File: src/rtl/cpu_defines.sv
// Shared definitions for the execute-stage divide sequencer: FSM state
// encodings, the iteration count and the HI/LO field offsets of the result.
package cpu_defines;

    typedef enum logic [1:0] {
        DIV_FREE = 2'd0,
        DIV_ZERO = 2'd1,
        DIV_ON   = 2'd2,
        DIV_END  = 2'd3
    } div_state_t;

    // One restoring iteration per operand bit.
    localparam int DIV_CYCLES = 32;

    // Result layout: {remainder (HI), quotient (LO)}.
    localparam int HI_LSB = 32;
    localparam int LO_LSB = 0;

endpackage

File: src/rtl/div_datapath.sv
// Radix-2 restoring divider datapath: {rem,quo} shift register, divisor
// register and trial subtractor. Operates on magnitudes only; the sign
// fix-up is done by the controller.
module div_datapath
    import cpu_defines::*;
#(
    parameter int DATA_W = DIV_CYCLES
) (
    input  logic              clk,
    input  logic              rst,
    input  logic              load,
    input  logic              step,
    input  logic [DATA_W-1:0] dividend,
    input  logic [DATA_W-1:0] divisor,
    output logic [DATA_W-1:0] rem_next,
    output logic [DATA_W-1:0] quo_next
);

    logic [DATA_W-1:0] rem_q;
    logic [DATA_W-1:0] quo_q;
    logic [DATA_W-1:0] dvs_q;
    logic [DATA_W:0]   partial;
    logic [DATA_W:0]   trial;
    logic              borrow;

    // Trial subtraction of one restoring step; also feeds the controller so
    // it can capture the final step without waiting an extra cycle.
    always_comb begin
        // NOTE: every always_comb output gets a value on every path first,
        // otherwise synthesis infers a latch to hold the old value.
        partial  = {rem_q, quo_q[DATA_W-1]};
        trial    = partial - {1'b0, dvs_q};
        borrow   = trial[DATA_W];
        rem_next = borrow ? partial[DATA_W-1:0] : trial[DATA_W-1:0];
        quo_next = {quo_q[DATA_W-2:0], ~borrow};
    end

    // Operand load on accept, one shift/subtract per step cycle.
    always_ff @(posedge clk or posedge rst) begin
        // NOTE: non-blocking assignments so every register samples the
        // pre-edge values, regardless of statement order.
        if (rst) begin
            rem_q <= '0;
            quo_q <= '0;
            dvs_q <= '0;
        end else if (load) begin
            rem_q <= '0;
            quo_q <= dividend;
            dvs_q <= divisor;
        end else if (step) begin
            rem_q <= rem_next;
            quo_q <= quo_next;
        end
    end

endmodule

File: src/rtl/div_ctrl.sv
// Multi-cycle DIV/DIVU sequencer for the execute stage. Accepts an operation
// from E, stalls the front end while the restoring divider iterates, then
// presents the sign-corrected {remainder, quotient} for the HI/LO write.
module div_ctrl
    import cpu_defines::*;
#(
    parameter int DATA_W = DIV_CYCLES
) (
    input  logic                clk,
    input  logic                rst,
    input  logic                start,
    input  logic                signed_div,
    input  logic [DATA_W-1:0]   dividend,
    input  logic [DATA_W-1:0]   divisor,
    input  logic                annul,
    input  logic                hold,
    output logic [2*DATA_W-1:0] result,
    output logic                ready,
    output logic                stall
);

    localparam int              CNT_W    = $clog2(DATA_W);
    localparam logic [CNT_W-1:0] CNT_LAST = CNT_W'(DATA_W - 1);

    div_state_t        state;
    logic [CNT_W-1:0]  cnt;
    logic              q_neg;
    logic              r_neg;
    logic [DATA_W-1:0] zero_rem;
    logic              accept;
    logic [DATA_W-1:0] rem_next;
    logic [DATA_W-1:0] quo_next;

    // Two's-complement magnitude, only for signed operands with the MSB set.
    function automatic logic [DATA_W-1:0] magnitude(input logic [DATA_W-1:0] x,
                                                    input logic              is_signed);
        return (is_signed && x[DATA_W-1]) ? (~x + 1'b1) : x;
    endfunction

    function automatic logic [DATA_W-1:0] apply_sign(input logic [DATA_W-1:0] x,
                                                     input logic              neg);
        return neg ? (~x + 1'b1) : x;
    endfunction

    // Accept and stall decode; reset also clears the stall request since no
    // operation can be accepted while it is asserted.
    always_comb begin
        accept = (state == DIV_FREE) && start && !annul;
        stall  = !rst && !annul &&
                 (((state == DIV_FREE) && start) || (state == DIV_ON) || (state == DIV_ZERO));
    end

    div_datapath #(
        .DATA_W (DATA_W)
    ) u_datapath (
        .clk      (clk),
        .rst      (rst),
        .load     (accept),
        .step     (state == DIV_ON),
        .dividend (magnitude(dividend, signed_div)),
        .divisor  (magnitude(divisor, signed_div)),
        .rem_next (rem_next),
        .quo_next (quo_next)
    );

    // Sequencer FSM with registered ready/result.
    always_ff @(posedge clk or posedge rst) begin
        if (rst) begin
            state    <= DIV_FREE;
            cnt      <= '0;
            q_neg    <= 1'b0;
            r_neg    <= 1'b0;
            zero_rem <= '0;
            result   <= '0;
            ready    <= 1'b0;
        end else if (annul && (state != DIV_FREE)) begin
            // Flush abandons the operation; the previous result is kept.
            state <= DIV_FREE;
            ready <= 1'b0;
        end else begin
            case (state)
                DIV_FREE: begin
                    if (accept) begin
                        q_neg    <= signed_div & (dividend[DATA_W-1] ^ divisor[DATA_W-1]);
                        r_neg    <= signed_div & dividend[DATA_W-1];
                        zero_rem <= dividend;
                        cnt      <= '0;
                        state    <= (divisor == '0) ? DIV_ZERO : DIV_ON;
                    end
                end
                DIV_ON: begin
                    cnt <= cnt + 1'b1;
                    if (cnt == CNT_LAST) begin
                        // Capture the last step directly from the subtractor.
                        result[HI_LSB +: DATA_W] <= apply_sign(rem_next, r_neg);
                        result[LO_LSB +: DATA_W] <= apply_sign(quo_next, q_neg);
                        ready <= 1'b1;
                        state <= DIV_END;
                    end
                end
                DIV_ZERO: begin
                    result[HI_LSB +: DATA_W] <= zero_rem;
                    result[LO_LSB +: DATA_W] <= '1;
                    ready <= 1'b1;
                    state <= DIV_END;
                end
                DIV_END: begin
                    if (!hold) begin
                        ready <= 1'b0;
                        state <= DIV_FREE;
                    end
                end
                default: begin
                    ready <= 1'b0;
                    state <= DIV_FREE;
                end
            endcase
        end
    end

endmodule

File: config.mk
export PLATFORM = sky130hd
export DESIGN_NAME = div_ctrl
export DESIGN_NICKNAME = d
export VERILOG_FILES = /design/src/rtl/cpu_defines.sv /design/src/rtl/div_datapath.sv /design/src/rtl/div_ctrl.sv
export SDC_FILE = /design/constraint.sdc
export NUM_CORES = 1
export LEC_CHECK = 0
export CAP_MARGIN = 30
export CORE_UTILIZATION = 35
export DETAILED_ROUTE_END_ITERATION = 10
export GPL_ROUTABILITY_DRIVEN = 0
export GPL_TIMING_DRIVEN = 0
export HOLD_SLACK_MARGIN = 0.02
export PLACE_DENSITY = 0.52
export REMOVE_ABC_BUFFERS = 1
export SYNTH_ARGS = -nofsm -noshare
export SYNTH_HDL_FRONTEND = slang
export SYNTH_SLANG_ARGS = --single-unit
File: constraint.sdc
create_clock -name clk -period 9.8 [get_ports clk]
set_input_delay 1.96 -clock clk [delete_from_list [all_inputs] [get_ports clk]]
set_output_delay 1.96 -clock clk [all_outputs]
set_load 0.01 [all_outputs]
* After elaboration in Yosys (flattened, before gate mapping) *
Cells that the tools add are included.

cells by class
  add/sub/neg operators = 6
  equal/unequal tests = 9
  mux-type cells = 23
  bitwise gates (word level) = 9
  reduce and logical (&&, ||, !) cells = 23

operators by type and width
  kind                                           count
  2-to-1 mux 32 bit                              9
  adder 32 x 1 -> 32 bit, second input constant  4
  NOT 32 bit                                     4
  case mux 64 bit (2 select lines)               1
  2-to-1 mux 64 bit                              1
  subtractor 33 x 32 -> 33 bit                   1
  zero test 32 bit                               1
  AND reduction 3 bit                            5
  2-to-1 mux 2 bit                               5
  case mux 5 bit (2 select lines)                1
  case mux 2 bit (4 select lines)                1
  nonzero test 2 bit                             4
  logical AND 1 bit                              7
  != test 3 bit, second input constant           2
  adder 5 x 1 -> 5 bit, second input constant    1
  == test 5 bit, second input constant           1
  2-to-1 mux 5 bit                               1
  == test 2 bit, second input constant           2
  != test 2 bit, second input constant           2
  nonzero test 4 bit                             1
  2-to-1 mux 1 bit                               3
  != test 3 x 2 -> 1 bit, second input constant  1
  case mux 1 bit (3 select lines)                1
  bitwise AND 1 bit                              2
  other kinds (6)                                9

word-level totals
  bits in registers = 202
  input port bits = 70

* Depth between registers and ports, before layout *
Gate-level depths: netlist (run 1).

  depth in word-level cells = 7
  gate-level depth with buffers = 24
  gate-level depth less buffers = 21

* Cells and area by module *
From an unflattened synthesis (run 1), not the netlist that was laid out.

unflattened totals
  cell total of the unflattened synthesis = 1597
  area, all modules = 13575.5 um^2

by module, submodules not included
  module        instances  cells each  area each (um^2)  sequential area each (um^2)
  div_ctrl      1          824         7208.2            2652.5
  div_datapath  1          773         6367.4            2402.3

* Worst setup path after synthesis (run 1) *
OpenSTA, ideal clock, no wires.

  kind = reg2reg
  from = reg u_datapath.quo_q[31]
  to = reg result[54]
  library setup time = 0.126 ns
  arrival time = 4.912 ns
  required time = 9.674 ns
  slack = 4.762 ns
  stages on the path, launching flop included = 25
  path buffers = 3
  clock period less this slack = 5.038 ns
  cells stage by stage = dfrtp_1 > inv_1 > ha_1 > fa_1 > nand2b_1 > a211oi_2 > o211ai_1 > a311oi_2 > o21a_2 > nor2_8 > inv_2 > buf_2 > buf_2 > buf_2 > nor2_1 > a21oi_1 > ha_1 > o2111ai_1 > a211oi_1 > nand2_1 > o31a_1 > a21o_1 > nand2_1 > xnor2_1 > a221o_1

between the ends
  cells in the longest elaborated chain, start to end = 7

RTL lines
  item                                RTL line            text
  from (decl)                         div_datapath.sv:20  logic [DATA_W-1:0] quo_q;
  from (signal assigned)              div_datapath.sv:48  quo_q <= dividend;
  from (signal assigned)              div_datapath.sv:52  quo_q <= quo_next;
  subtractor 33 x 32 -> 33 bit        div_datapath.sv:32  trial = partial - {1'b0, dvs_q};
  2-to-1 mux 32 bit *                 div_datapath.sv:34  rem_next = borrow ? partial[DATA_W-1:0] : trial[DATA_W-1:0];
  NOT 32 bit                          div_ctrl.sv:42      return neg ? (~x + 1'b1) : x;
  adder 32 x 1 -> 32 bit              div_ctrl.sv:42
  2-to-1 mux 32 bit *                 div_ctrl.sv:42
  2-to-1 mux 64 bit *                 div_ctrl.sv:93      if (cnt == CNT_LAST) begin
  case mux 64 bit (2 select lines) *  div_ctrl.sv:81      case (state)
  to (signal, indexed assignment)     div_ctrl.sv:95      result[HI_LSB +: DATA_W] <= apply_sign(rem_next, r_neg);
  to (signal, indexed assignment)     div_ctrl.sv:96      result[LO_LSB +: DATA_W] <= apply_sign(quo_next, q_neg);
  to (signal, indexed assignment)     div_ctrl.sv:102     result[HI_LSB +: DATA_W] <= zero_rem;
  to (decl)                           div_ctrl.sv:17      output logic [2*DATA_W-1:0] result,

Every way passes the cells marked *; elsewhere a longest branch is shown, timed or not. The select of a mux whose other input is x is not followed.
A chain may end at the register's enable or synchronous reset.

* Worst setup path after layout (run 1) *
  from = reg u_datapath.quo_q[31]
  to = reg result[60]

Same word-level chain as after synthesis.

==> results of run 1 <==
kinds of logic (layout without fill, tap and decap cells):
group | Yosys count | count (layout) | share of synthesized area [%]
buffers and inverters | 155 | 241 | 4.29
AOI/OAI and AO/OA | 477 | 477 | 21.5
xor gates and xnor gates | 133 | 133 | 8.29
and+or+nand+nor | 626 | 626 | 20.5
muxes | 75 | 75 | 5.41
adders and majority gates | 44 | 44 | 3.97
DFF | 202 | 202 | 36.0
metal layers:
metal / global-route usage (%) / vias up / wire length, um / part of all wire (%)
li1: - / 6260 / - / -
met1: 30.1 / 6152 / 20600 / 48
met2: 34.1 / 283 / 19500 / 45
met3: 2.61 / 58 / 1830 / 4.3
met4: 4.86 / 0 / 1020 / 2.4
met5: 0 / - / 0 / 0
area by class of cell:
| cell class | instances | area share (%) |
|---|---|---|
| Multi-Input combinational cell | 1355 | 50.3 |
| Sequential cell | 202 | 30.1 |
| Timing Repair Buffer | 143 | 9.23 |
| Clock buffer | 36 | 4.33 |
| Tap cell | 525 | 3.91 |
| Inverter | 54 | 1.25 |
| Clock inverter | 8 | 0.872 |
metrics by stage:
step	setup WS [ps]	util, %
4_1_cts	2720	42.3
6_report	2670	42.3
3_3_place_gp	-867	39.5
5_1_grt	2210	42.3
3_5_place_dp	2770	40.1
2_1_floorplan	2330	-
cells in the mapped netlist (all sizes together) (6+ instances only):
cell type	instances
o211ai	10
nand4	14
and2	13
xnor2	58
or4	11
a21o	16
o31ai	34
nor4	28
buf	22
a311oi	8
nand3	21
dfrtp	202
a211oi	39
o211a	6
xor2	75
a21oi	118
nand2	259
a31oi	12
o21a	12
and3	18
nor2	160
nand2b	15
mux2	8
o21ai	156
mux2i	67
nor3	37
inv	54
ha	43
or3	16
clkbuf	79
o41ai	13
nand3b	7
o21bai	8
flip-flops by register name (all words and copies together) (netlist names):
| signal | flops |
|---|---|
| r_neg | 1 |
| q_neg | 1 |
| u_datapath.quo_q | 32 |
| state | 2 |
| ready | 1 |
| u_datapath.dvs_q | 32 |
| zero_rem | 32 |
| cnt | 5 |
| u_datapath.rem_q | 32 |
| result | 64 |
path summary, 6_finish.rpt:
path,end,slack (ps),cells after the start
worst max-delay path,result[60],2670,21
worst min-delay path,result[2],460,2
worst max register to register,result[60],2670,21
worst min register to register,result[2],460,2
max in group asynchronous,result[4],6810,3
min in group asynchronous,cnt[4],2020,2
worst max-delay path: stages (launching register included):
cell	delay (ps)
dfrtp_1	580
inv_1	90
ha_1	230
fa_1	400
nand2b_1	190
a211oi_2	410
o211ai_1	300
a311oi_2	490
o21a_2	510
nor2_8	260
inv_2	740
nor2_1	90
a21oi_1	250
ha_1	310
o2111ai_1	210
a211oi_1	380
nand3_1	180
or2_2	310
a21o_1	160
o31ai_1	440
xnor2_1	240
a21oi_1	140
==> qor.txt, run 1 <==
Status - complete, no violations
Total GRT Usage - 21.2%
Sequential share of the synthesized area - 36.0%
Critical path origin - u_datapath.quo_q[31]
Critical Path Fanout Max - 47
Post-DP Area - 15900 sq um
Final Cycle Share - 72.7%
Via/cell ratio - 5.49
Clock Sinks - 202
Hold_buf cts - 0
Mapped Area - 14100 sq um
DP Cell Count - 2278
Most frequent cells in the layout - 258 x nand2_1, 202 x dfrtp_1, 158 x nor2_1, 150 x o21ai_0, 135 x clkdlybuf4s50_1
Pin count of the biggest net entering global routing - 105
Clock Skew - 11.9 ps
Ports - 136
H-tree depth - 1
Post-route cell area - 16800 sq um
Area share of the largest cell type after synthesis - 36.0%
Hold Crit Start - result[2]
Max Root-Sink Buffers - 3
Buffers on Ports - 135
DRT Pass-1 Iters - 5
Slew HR - 32.1%
WHS - 464 ps
Arr. time, crit path - 7480 ps
Filler cell count in the final layout - 4052
Fin. max-slew vios - 0
DRC viols - 0
Dominant cell type by area after synthesis - dfrtp_1
Post-synthesis cell count - 1712
Reg2reg start - u_datapath.quo_q[31]
Post-route insts no fill - 2323
Most common cell after layout, fill and taps aside - nand2_1
Synth async-reset ratio - 100%
Die X - 202 um
Predominant post-synthesis flop cell - dfrtp_1
Worst skew pair latency - 530 ps
TritonCTS Buffers - 25
Dpl hpwl - 31100 um
Die area - 41000 sq um
Worst slew pin tran - 1020 ps
Critical path endpoint category - flop
Syn Area/Cell - 8.21 sq um
Clock slew at reported path FFs - 60 ps
Wire per inst - 18.5 um
CTS tree - done
Max-Cap Viols - 0
RSZ-0062 raised after global routing - false
Layout cells sized above 1 - 4.56%
CTS root buf - clkbuf_16
Startpoint types - flop
Hold crit path type - reg -> reg
Initial antenna violation count - 0
P&R area growth vs syn - 19.4%
Remaining antenna violation count after routing - 0
Final hold vios - 0
Core area - 39600 sq um
Yosys reg bits - 202
Top area cells in the synthesized netlist - dfrtp_1 36%, nand2_1 6.9%, o21ai_0 5.3%
Post-synth EDFFs - 0
Crit Path Category - reg -> reg
Via Count - 12.8k
Iter 0 DRT Violations - 834
Ant. Diodes - 0
Distinct cells, synth - 77
Syn. warnings - 0
WL final - 43000 um
First-pass GRT wire length - 70300 um
Setup violators final - 0
Multi-input gate area - 8440 sq um
Post-route minimum period - 7130 ps
Worst path required time - 10150 ps
Fmax achieved - 140 MHz
Post-CTS Resized - 0
Core Rows - 73
Global route overflow - 0
Number of global-route vias before repair - 12.7k
Die Y - 202 um
Starting Density - 35.5%
Register area - 5050 sq um
Layout Nets - 1895
Setup Buffers After CTS - 0
Sum Neg Setup Slack - 0 ps
Power of run 1 is left out: the tool's default activity adds up to more than one toggle a clock period on the data nets, which glitch-free logic cannot reach.
==> inputs of run 2 (changes only) <==
Clock period 9.8 ns to 7.2 ns, I/O delays scaled along.
==> qor.txt, run 2 (synthesis gave the netlist of run 1 again) <==
P&R area growth vs syn - 19.6%
Hold Crit Depth - 2 (unchanged)
Setup violators final - 0 (unchanged)
Post-route minimum period - 6660 ps (-473 ps)
Pin count of the biggest net entering global routing - 105 (unchanged)
Die area - 41000 sq um (unchanged)
Final hold vios - 0 (unchanged)
Iter 0 DRT Violations - 801 (-4.0%)
DRT Pass-1 Iters - 5 (unchanged)
Core Rows - 73 (unchanged)
Fin. max-slew vios - 0 (unchanged)
WL final - 43200 um (+0.56%)
Layout cells sized above 1 - 4.61% (+0.053 points)
Wire per inst - 18.6 um (+0.52%)
Startpoint types - flop
Fmax achieved - 150 MHz (+7.1%)
Final Cycle Share - 92.4% (+20 points)
TritonCTS Buffers - 25 (unchanged)
Final worst slack - 544 ps (-2130 ps)
Starting Density - 35.5% (unchanged)
Worst Hold End - result[2]
Clock slew at reported path FFs - 60 ps (about the same)
Layout Nets - 1896 (+0.053%)
Global route overflow - 0 (unchanged)
First-pass GRT wire length - 70300 um (unchanged)
DRC viols - 0 (unchanged)
Hold Crit Start - result[2]
Core area - 39600 sq um (unchanged)
Total GRT Usage - 21.2% (unchanged)
Status - complete, no violations
Clock Skew - 12.0 ps (+0.111 ps)
Reg2reg start - u_datapath.quo_q[31]
CP Buf/Inv Count - 2 (unchanged)
Crit Path Category - reg -> reg
Via Count - 12.8k (+0.31%)
H-tree depth - 1 (unchanged)
Layout Utilization - 42.4% (+0.050 points)
Cells on worst reg2reg path - 21 (unchanged)
Post-DP Area - 15900 sq um (unchanged)
Clock Sinks - 202 (unchanged)
Die X - 202 um (unchanged)
Reg2reg setup slack - 540 ps (-2130 ps)
Post-route cell area - 16800 sq um (+0.12%)
Worst path required time - 7560 ps (-2590 ps)
Pre-CTS setup slack - 166 ps (-2600 ps)
Worst slew pin tran - 1060 ps (+42.2 ps)
Number of global-route vias before repair - 12.7k (unchanged)
Crit path max-delay family - compound AO/OA/AOI/OAI gates
Dpl hpwl - 31100 um (unchanged)
Worst skew pair latency - 530 ps (about the same)
Buffers on Ports - 135 (unchanged)
Die Y - 202 um (unchanged)
Most frequent cells in the layout - 258 x nand2_1, 202 x dfrtp_1, 158 x nor2_1, 150 x o21ai_0, 135 x clkdlybuf4s50_1
RSZ-0062 raised after global routing - false
Max-Cap Viols - 0 (unchanged)
Remaining antenna violation count after routing - 0 (unchanged)
CP max-delay cell - dfrtp_1
Critical path endpoint category - flop
CTS tree - done
RR Endpoint - result[60]
Register with the most flip-flops - result
Critical Path Fanout Max - 47 (unchanged)
Slew HR - 29.2% (-2.9 points)
Hold crit path type - reg -> reg
CP Cell Sequence - inv_1, ha_1, fa_1, nand2b_1, a211oi_2, o211ai_1, a311oi_2, o21a_4, nor2_8, inv_4, nor2_1, a21oi_1, ha_1, o2111ai_1, a211oi_1, nand3_1, or2_2, a21o_1, o31ai_1, xnor2_1, a21oi_1
Max FFs per register - 64 (unchanged)
Critical Path Max Stage Delay - 580 ps (-160 ps)
Via/cell ratio - 5.50 (+0.26%)
Most common cell after layout, fill and taps aside - nand2_1
WHS - 464 ps (+0.00800 ps)
Setup Buffers After CTS - 0 (unchanged)
Max Root-Sink Buffers - 3 (unchanged)
Ports - 136 (unchanged)
Arr. time, crit path - 7010 ps (-470 ps)
Ant. Diodes - 0 (unchanged)
CTS root buf - clkbuf_16
Initial antenna violation count - 0 (unchanged)
==> run 2: cell types whose count changed in the layout (fill, tap and decap cells not counted) <==
cell	delta
nor2_4	+1
inv_2	-1
o21a_2	-1
inv_4	+1
o21a_4	+1
==> run 2: worst reg2reg max path, delay by kind of cell, from the launching register on <==
kind	cells	cell delay [ps]
flops	1	580
xor+xnor	1	240
fa+ha+maj	3	930
compound gates	10	3180
simple gates	5	960
buf+inv	2	570
==> run 2: stage by stage <==
stage | setup TNS, ps | std cells
after floorplan | 0 | 1611
after global placement | -698560 | 2271
after detailed placement | 0 | 2278
after CTS | 0 | 2322
after global routing | 0 | 2324
final | 0 | 2324
==> run 2: per-layer routing <==
| layer | GRT usage, % | share of wire, % | up-vias |
|---|---|---|---|
| li1 | - | - | 6262 |
| met1 | 30.1 | 48 | 6186 |
| met5 | 0 | 0 | - |
| met4 | 4.86 | 2.3 | 0 |
| met3 | 2.61 | 4.1 | 61 |
| met2 | 34.1 | 46 | 283 |
==> run 2: worst max-delay path by stage <==
stage          cells after the start                 start  slack (ps)    endpoint
2_1_floorplan                      1                   rst         250      cnt[0]
3_3_place_gp                       2                   rst       -2950   result[4]
3_5_place_dp                      21  u_datapath.quo_q[31]         170  result[60]
4_1_cts                           21  u_datapath.quo_q[31]         120  result[60]
5_1_grt                           21  u_datapath.quo_q[31]         130  result[60]
6_report                          21  u_datapath.quo_q[31]         540  result[60]
==> run 2: what timing repair did <==
item	in CTS	in global routing
hold buffers	0	0
gates resized for setup	0	3
endpoints found under the setup margin	0	7
endpoints found under the hold margin	0	0
==> run 2: final cells by class <==
cell class,instances,area [sq um]
timing repair buffer,143,1550
fill,4052,22800
inverter,54,213
sequential,202,5050
clock buffer,36,727
clock inverter,8,146
multi-input combinational,1356,8460
tap,525,657
Power of run 2 is left out for the same reason.
